`src/rtl/ex_stage.sv`:
```
// ex_stage: execute stage between ID and MEM. Holds the ID bundle, runs the ALU,
// issues data-SRAM requests with byte-lane store formatting, feeds the external
// multiplier and runs a 32-step restoring divider that stalls the stage.

// alu: one-hot opcode ALU. Bit map of alu_op:
//   0 add, 1 sub, 2 slt, 3 sltu, 4 and, 5 nor, 6 or, 7 xor,
//   8 sll, 9 srl, 10 sra, 11 lui (passes src2), 12 andn, 13 orn, 14-18 reserved (0)
module alu (
   input  logic [18:0] alu_op,
   input  logic [31:0] alu_src1,
   input  logic [31:0] alu_src2,
   output logic [31:0] alu_result
);
   logic        use_sub;
   logic [31:0] adder_b;
   logic [32:0] adder_sum;
   logic        slt_res;
   logic        sltu_res;
   logic [31:0] sra_res;

   // sub, slt and sltu all share the adder in subtract mode
   assign use_sub   = alu_op[1] | alu_op[2] | alu_op[3];
   assign adder_b   = use_sub ? ~alu_src2 : alu_src2;
   assign adder_sum = {1'b0, alu_src1} + {1'b0, adder_b} + {32'd0, use_sub};
   assign slt_res   = (alu_src1[31] & ~alu_src2[31]) |
                      (~(alu_src1[31] ^ alu_src2[31]) & adder_sum[31]);
   assign sltu_res  = ~adder_sum[32];
   assign sra_res   = $unsigned($signed(alu_src1) >>> alu_src2[4:0]);

   // one-hot select: each enabled op ORs its result in
   always_comb begin
      alu_result = 32'd0;
      if (alu_op[0] | alu_op[1]) alu_result = alu_result | adder_sum[31:0];
      if (alu_op[2])  alu_result = alu_result | {31'd0, slt_res};
      if (alu_op[3])  alu_result = alu_result | {31'd0, sltu_res};
      if (alu_op[4])  alu_result = alu_result | (alu_src1 & alu_src2);
      if (alu_op[5])  alu_result = alu_result | ~(alu_src1 | alu_src2);
      if (alu_op[6])  alu_result = alu_result | (alu_src1 | alu_src2);
      if (alu_op[7])  alu_result = alu_result | (alu_src1 ^ alu_src2);
      if (alu_op[8])  alu_result = alu_result | (alu_src1 << alu_src2[4:0]);
      if (alu_op[9])  alu_result = alu_result | (alu_src1 >> alu_src2[4:0]);
      if (alu_op[10]) alu_result = alu_result | sra_res;
      if (alu_op[11]) alu_result = alu_result | alu_src2;
      if (alu_op[12]) alu_result = alu_result | (alu_src1 & ~alu_src2);
      if (alu_op[13]) alu_result = alu_result | (alu_src1 | ~alu_src2);
   end
endmodule

module ex_stage (
   input  logic         clk,
   input  logic         resetn,
   output logic         ex_allowin,
   input  logic         id_to_ex_valid,
   input  logic [167:0] id_to_ex_wire,
   input  logic         mem_allowin,
   output logic         ex_to_mem_valid,
   output logic [109:0] ex_to_mem_wire,
   output logic         data_sram_en,
   output logic [3:0]   data_sram_we,
   output logic [31:0]  data_sram_addr,
   output logic [31:0]  data_sram_wdata,
   output logic [31:0]  mul_src1,
   output logic [31:0]  mul_src2,
   output logic         mul_signed,
   output logic [38:0]  ex_rf_zip
);
   typedef enum logic [1:0] {DIV_IDLE, DIV_BUSY, DIV_DONE} div_state_e;

   logic         ex_valid_q;
   logic [167:0] bundle_q;
   div_state_e   div_state_q;
   logic [63:0]  div_pair_q;    // {partial remainder, dividend/quotient}
   logic [31:0]  divisor_q;
   logic [5:0]   div_cnt_q;

   // bundle fields
   logic [18:0] alu_op;
   logic [31:0] alu_src1, alu_src2, pc, rkd_value, alu_result;
   logic        rf_we;
   logic [4:0]  rf_waddr;
   logic        ld_b, ld_bu, ld_h, ld_hu, ld_w;
   logic        st_b, st_h, st_w;
   logic        mul_l, mul_h, mul_hu;
   logic        div_w, mod_w, div_wu, mod_wu;

   assign {alu_op, alu_src1, alu_src2, rf_we, rf_waddr, pc,
           ld_b, ld_bu, ld_h, ld_hu, ld_w, st_b, st_h, st_w, rkd_value,
           mul_l, mul_h, mul_hu, div_w, mod_w, div_wu, mod_wu} = bundle_q;

   logic is_load, is_store, is_mul, is_div, div_signed;
   logic ex_ready_go, mem_req;

   assign is_load    = ld_b | ld_bu | ld_h | ld_hu | ld_w;
   assign is_store   = st_b | st_h | st_w;
   assign is_mul     = mul_l | mul_h | mul_hu;
   assign is_div     = div_w | mod_w | div_wu | mod_wu;
   assign div_signed = div_w | mod_w;

   assign ex_ready_go     = is_div ? (div_state_q == DIV_DONE) : 1'b1;
   assign ex_allowin      = ~ex_valid_q | (ex_ready_go & mem_allowin);
   assign ex_to_mem_valid = ex_valid_q & ex_ready_go;

   alu u_alu (
      .alu_op     (alu_op),
      .alu_src1   (alu_src1),
      .alu_src2   (alu_src2),
      .alu_result (alu_result)
   );

   // pipeline valid bit
   always_ff @(posedge clk) begin
      if (!resetn)         ex_valid_q <= 1'b0;
      else if (ex_allowin) ex_valid_q <= id_to_ex_valid;
   end

   // bundle register; contents are don't-care while ex_valid_q is low
   always_ff @(posedge clk) begin
      if (id_to_ex_valid & ex_allowin) bundle_q <= id_to_ex_wire;
   end

   // ---------------- divider ----------------
   logic [31:0] dividend_abs, divisor_abs;
   logic [32:0] div_partial;
   logic [33:0] div_diff;
   logic        div_ge;
   logic [63:0] div_pair_d;

   assign dividend_abs = (div_signed & alu_src1[31]) ? (~alu_src1 + 32'd1) : alu_src1;
   assign divisor_abs  = (div_signed & alu_src2[31]) ? (~alu_src2 + 32'd1) : alu_src2;

   // one restoring step: shift left, subtract the divisor if it fits.
   // The remainder can reach 33 bits after the shift, hence the wider compare.
   assign div_partial = div_pair_q[63:31];
   assign div_diff    = {1'b0, div_partial} - {2'b00, divisor_q};
   assign div_ge      = ~div_diff[33];
   assign div_pair_d  = div_ge ? {div_diff[31:0], div_pair_q[30:0], 1'b1}
                               : {div_pair_q[62:0], 1'b0};

   // divider control: latch magnitudes, iterate 32 times, wait for MEM
   always_ff @(posedge clk) begin
      if (!resetn) begin
         div_state_q <= DIV_IDLE;
         div_cnt_q   <= 6'd0;
         div_pair_q  <= 64'd0;
         divisor_q   <= 32'd0;
      end else begin
         case (div_state_q)
            DIV_IDLE: begin
               if (ex_valid_q & is_div) begin
                  div_state_q <= DIV_BUSY;
                  div_pair_q  <= {32'd0, dividend_abs};
                  divisor_q   <= divisor_abs;
                  div_cnt_q   <= 6'd0;
               end
            end
            DIV_BUSY: begin
               div_pair_q <= div_pair_d;
               div_cnt_q  <= div_cnt_q + 6'd1;
               if (div_cnt_q == 6'd31) div_state_q <= DIV_DONE;
            end
            DIV_DONE: begin
               if (ex_to_mem_valid & mem_allowin) div_state_q <= DIV_IDLE;
            end
            default: div_state_q <= DIV_IDLE;
         endcase
      end
   end

   logic [31:0] quot_mag, rem_mag, quot_fix, rem_fix, div_result;

   // sign fix: quotient negative when signs differ, remainder follows the dividend
   assign quot_mag   = div_pair_q[31:0];
   assign rem_mag    = div_pair_q[63:32];
   assign quot_fix   = (div_signed & (alu_src1[31] ^ alu_src2[31])) ? (~quot_mag + 32'd1) : quot_mag;
   assign rem_fix    = (div_signed & alu_src1[31]) ? (~rem_mag + 32'd1) : rem_mag;
   assign div_result = !is_div ? 32'd0 : ((div_w | div_wu) ? quot_fix : rem_fix);

   // ---------------- data SRAM ----------------
   logic [3:0] store_we;

   // only request when MEM will take the instruction next edge: one access each
   assign mem_req = ex_valid_q & (is_load | is_store) & mem_allowin;

   // byte-lane enables and replicated write data for each store size
   always_comb begin
      store_we        = 4'b0000;
      data_sram_wdata = rkd_value;
      if (st_b) begin
         store_we        = 4'b0001 << alu_result[1:0];
         data_sram_wdata = {4{rkd_value[7:0]}};
      end else if (st_h) begin
         store_we        = 4'b0011 << {alu_result[1], 1'b0};
         data_sram_wdata = {2{rkd_value[15:0]}};
      end else if (st_w) begin
         store_we        = 4'b1111;
      end
   end

   assign data_sram_en   = mem_req;
   assign data_sram_we   = (mem_req & is_store) ? store_we : 4'b0000;
   assign data_sram_addr = alu_result;

   // ---------------- multiplier / outputs ----------------
   assign mul_src1   = alu_src1;
   assign mul_src2   = alu_src2;
   assign mul_signed = mul_l | mul_h;

   assign ex_to_mem_wire = {rf_we, rf_waddr, pc, alu_result,
                            ld_b, ld_bu, ld_h, ld_hu, ld_w,
                            is_mul, mul_h | mul_hu, is_div,
                            div_result};

   assign ex_rf_zip = {ex_valid_q & (is_load | is_mul | is_div),
                       ex_valid_q & rf_we,
                       rf_waddr,
                       alu_result};
endmodule
```
`config.mk`:
```
export PLATFORM = sky130hd
export DESIGN_NAME = ex_stage
export DESIGN_NICKNAME = d
export VERILOG_FILES = /design/src/rtl/ex_stage.sv
export SDC_FILE = /design/constraint.sdc
export NUM_CORES = 1
export LEC_CHECK = 0
export ABC_AREA = 1
export CORE_UTILIZATION = 30
export CTS_BUF_LIST = sky130_fd_sc_hd__clkbuf_8
export DETAILED_ROUTE_END_ITERATION = 10
export DONT_BUFFER_PORTS = 1
export PLACE_DENSITY = 0.5
export SYNTH_ARGS = -nofsm -noshare
export SYNTH_HDL_FRONTEND = slang
export SYNTH_SLANG_ARGS = --single-unit
```
`constraint.sdc`:
```
create_clock -name clk -period 12.9 [get_ports clk]
set_input_delay 2.58 -clock clk [delete_from_list [all_inputs] [get_ports clk]]
set_output_delay 2.58 -clock clk [all_outputs]
set_load 0.05 [all_outputs]
```
==> flow_summary.yaml <==
timing:
  maxSlewHeadroom_pct: 17.65
  fin_ws_ns: 4.905
  period_share_pct: 61.98
  setup_viol: 0
  clock.fmax_ghz: 0.1251
  post-route-min-period_ns: 7.995
  rsz0062_at_grt: "false"
  skew_ns: 0.04756
  slew_violations: 0
  tightestPinTransition_ns: 1.227
  report.final.hold_viol_count: 0
  finalSetupTns_ns: 0
run:
  cap_violations: 0
placement:
  place_congestion: 0.9958
  portBuffers: 0
  dpl_worst_slack_ns: 5.642
  place_hpwl_um: 84280
  placedCellCount: 4364
  place_area_um2: 25540
yosys:
  yosys-top-cells-count: "nand2_1, inv_1, o21ai_0"
  async_flop_share_pct: 0
  ys_types: 67
  ys_ff_latch: 268
  synthFlopType: "edfxtp_1"
  yosysMostFrequentCell: "nand2_1"
  yosys_warnings: 0
  postSynthCellCount: 3519
  netlist_area_um2: 24900
  yosysSeqAreaShare_pct: 28.10
  synth_nets: 3889
  synth.avg_cell_area_um2: 7.076
  synth_edf_count: 163
  yosysTopAreaCell: "edfxtp_1"
  netlist.area_leader.share_pct: 19.66
  synth.area.top_cells: "edfxtp_1, nand2_1, ha_1, dfxtp_1, o21ai_0"
floorplan:
  initial_core_util_pct: 30.33
  std_cell_rows: 105
  die_area_um2: 84160
  coreArea_um2: 82110
  die_w_um: 290.1
  die_h_um: 290.1
  ioPinCount: 457
setup_path:
  crit_type: "flop to output port"
  required_ns: 10.32
  crit_start: "bundle_q[88]"
  startpoint_type: "flop"
  r2r-start: "bundle_q[3]"
  crit_fanout: 42
  arrival_ns: 5.42
  critPathCaptureType: "output port"
cts:
  cts.htree.levels: 2
  numCtsBuffers: 49
  cts_resized: 0
  clock-sinks: 268
  cts_tree: "built"
  cts-root-buf: "clkbuf_8"
  worst_skew_pair.late_latency_ns: 0.70
  postCtsSetupRepairBufs: 0
  hold_buffers: 0
  clockBufferDepth: 3
  clk_pin_slew_ns: 0.07
finish:
  fill_cells: 8960
  area.growth.synth_to_final_pct: 7.125
  drive_gt1_share_pct: 9.096
  design_area_um2: 26670
  fin_nets: 3715
  fin_cells: 4458
pwr:
  p_leak_uw: 0.01140
  p_per_area_nw_per_um2: 143.8
  ir_worst_vdd_mv: 0.09504
global_routing:
  gr-usage-all-layers_pct: 24.90
  grt_pass1_wl_um: 156500
  grt_antenna_before_repair: 2
  grt.overflow.total: 0
  grt_pass1_vias: 22430
  grt_max_degree: 145
detailed_routing:
  dr.pass1.iters: 6
  ant_nets: 0
  route.detailed.drc: 0
  routedWlPerCell_um: 24.40
  drt_iter0_drc: 1961
  vias: 24140
  avgViaCountPerCell: 5.416
  drt_wl_total_um: 108800
worst_hold_path:
  hold_path_startpoint: "div_cnt_q[5]"
  hp-class: "flop to flop"
status:
  status: "completed"
## cell usage in the layout, fill, tap and decap left out, drive strengths merged, types with 38 or more instances in the layout
| cell type | n |
|---|---|
| nand2 | 754 |
| o21ai | 371 |
| inv | 369 |
| a21oi | 298 |
| nor2 | 268 |
| ha | 196 |
| edfxtp | 163 |
| nand3 | 148 |
| buf | 111 |
| dfxtp | 105 |
| xor2 | 74 |
| clkbuf | 57 |
| nor3 | 57 |
| a31oi | 40 |
| nand4 | 38 |
## kinds of logic (layout without fill, tap and decap cells)
group                    Yosys count  in the layout  synth area share [%]
AO/OA/AOI/OAI                    932            932                 21.65
XOR/XNOR                          94             94                 3.306
adder cells (fa/ha/maj)          198            198                 10.01
buffers and inverters            695            562                 13.75
flip-flops                       268            268                 28.10
multiplexers                      16             16                0.6432
other                              0              2                     0
AND/OR/NAND/NOR                 1316           1316                 22.55
## sequential cells by signal (all words and copies together), names as in the netlist
| signal | flops |
|---|---|
| divisor_q | 32 |
| div_state_q | 2 |
| div_pair_q | 64 |
| bundle_q | 163 |
| ex_valid_q | 1 |
| div_cnt_q | 6 |
## per-stage QoR
| step | power (µW) | hold slack (ns) | util, % |
|---|---|---|---|
| after global placement | 2892 | 0.4469 | 31.10 |
| after floorplan | 2436 | 0.4309 | - |
| final | 3837 | 0.4609 | 32.49 |
| after global routing | 4060 | 0.4864 | 32.48 |
| after detailed placement | 2887 | 0.4529 | 31.10 |
| after CTS | 3852 | 0.4613 | 32.48 |
## routing by layer
metal / track usage [%] / part of all wire [%] / vias up
met5: 0 / 0 / -
met4: 9.964 / 4.1 / 0
met3: 4.504 / 7.0 / 183
met2: 41.22 / 46 / 1025
met1: 31.89 / 42 / 11450
li1: - / - / 11490
## critical path, stage by stage (launching register included)
cell and delay (ns):
edfxtp_1 0.66, buf_4 0.59, xor2_1 0.15, ha_1 0.37, a21oi_1 0.14, nand2_1 0.09
inv_1 0.06, nor2_1 0.03, nor2_1 0.24, o21ai_1 0.09, buf_4 0.18, nand3_1 0.07
nand3_1 0.14, a21oi_1 0.17, nor2_1 0.10, nand2_2 0.64, nand2_1 0.11, a21oi_1 0.85
## layout make-up
type                       instances  area, µm²  share of cell area [%]
clock buffer                      57      784.5                   2.941
inverter                         359       1353                   5.071
clock inverter                    35      345.3                   1.295
sequential                       268       6997                   26.23
antenna                            2      5.005                 0.01876
tap                             1070       1339                   5.019
timing repair buffer             111       1086                   4.071
multi-input combinational       2556      14770                   55.35
## final timing paths
kind | depth (start not counted) | slack (ns) | endpoint
worst min register to register | 1 | 0.46 | div_cnt_q[5]
worst max-delay path | 17 | 4.90 | data_sram_we[1]
worst max register to register | 14 | 7.90 | div_pair_q[17]
worst min-delay path | 1 | 0.46 | div_cnt_q[5]
## power by group
part | switching [µW] | internal [µW] | total [µW] | leakage (µW)
Sequential | 138 | 985 | 1120 | 0.00241
Combinational | 1290 | 480 | 1770 | 0.00836
Clock | 416 | 531 | 947 | 0.000623
Note: power is estimated with default switching activity, not from simulation.
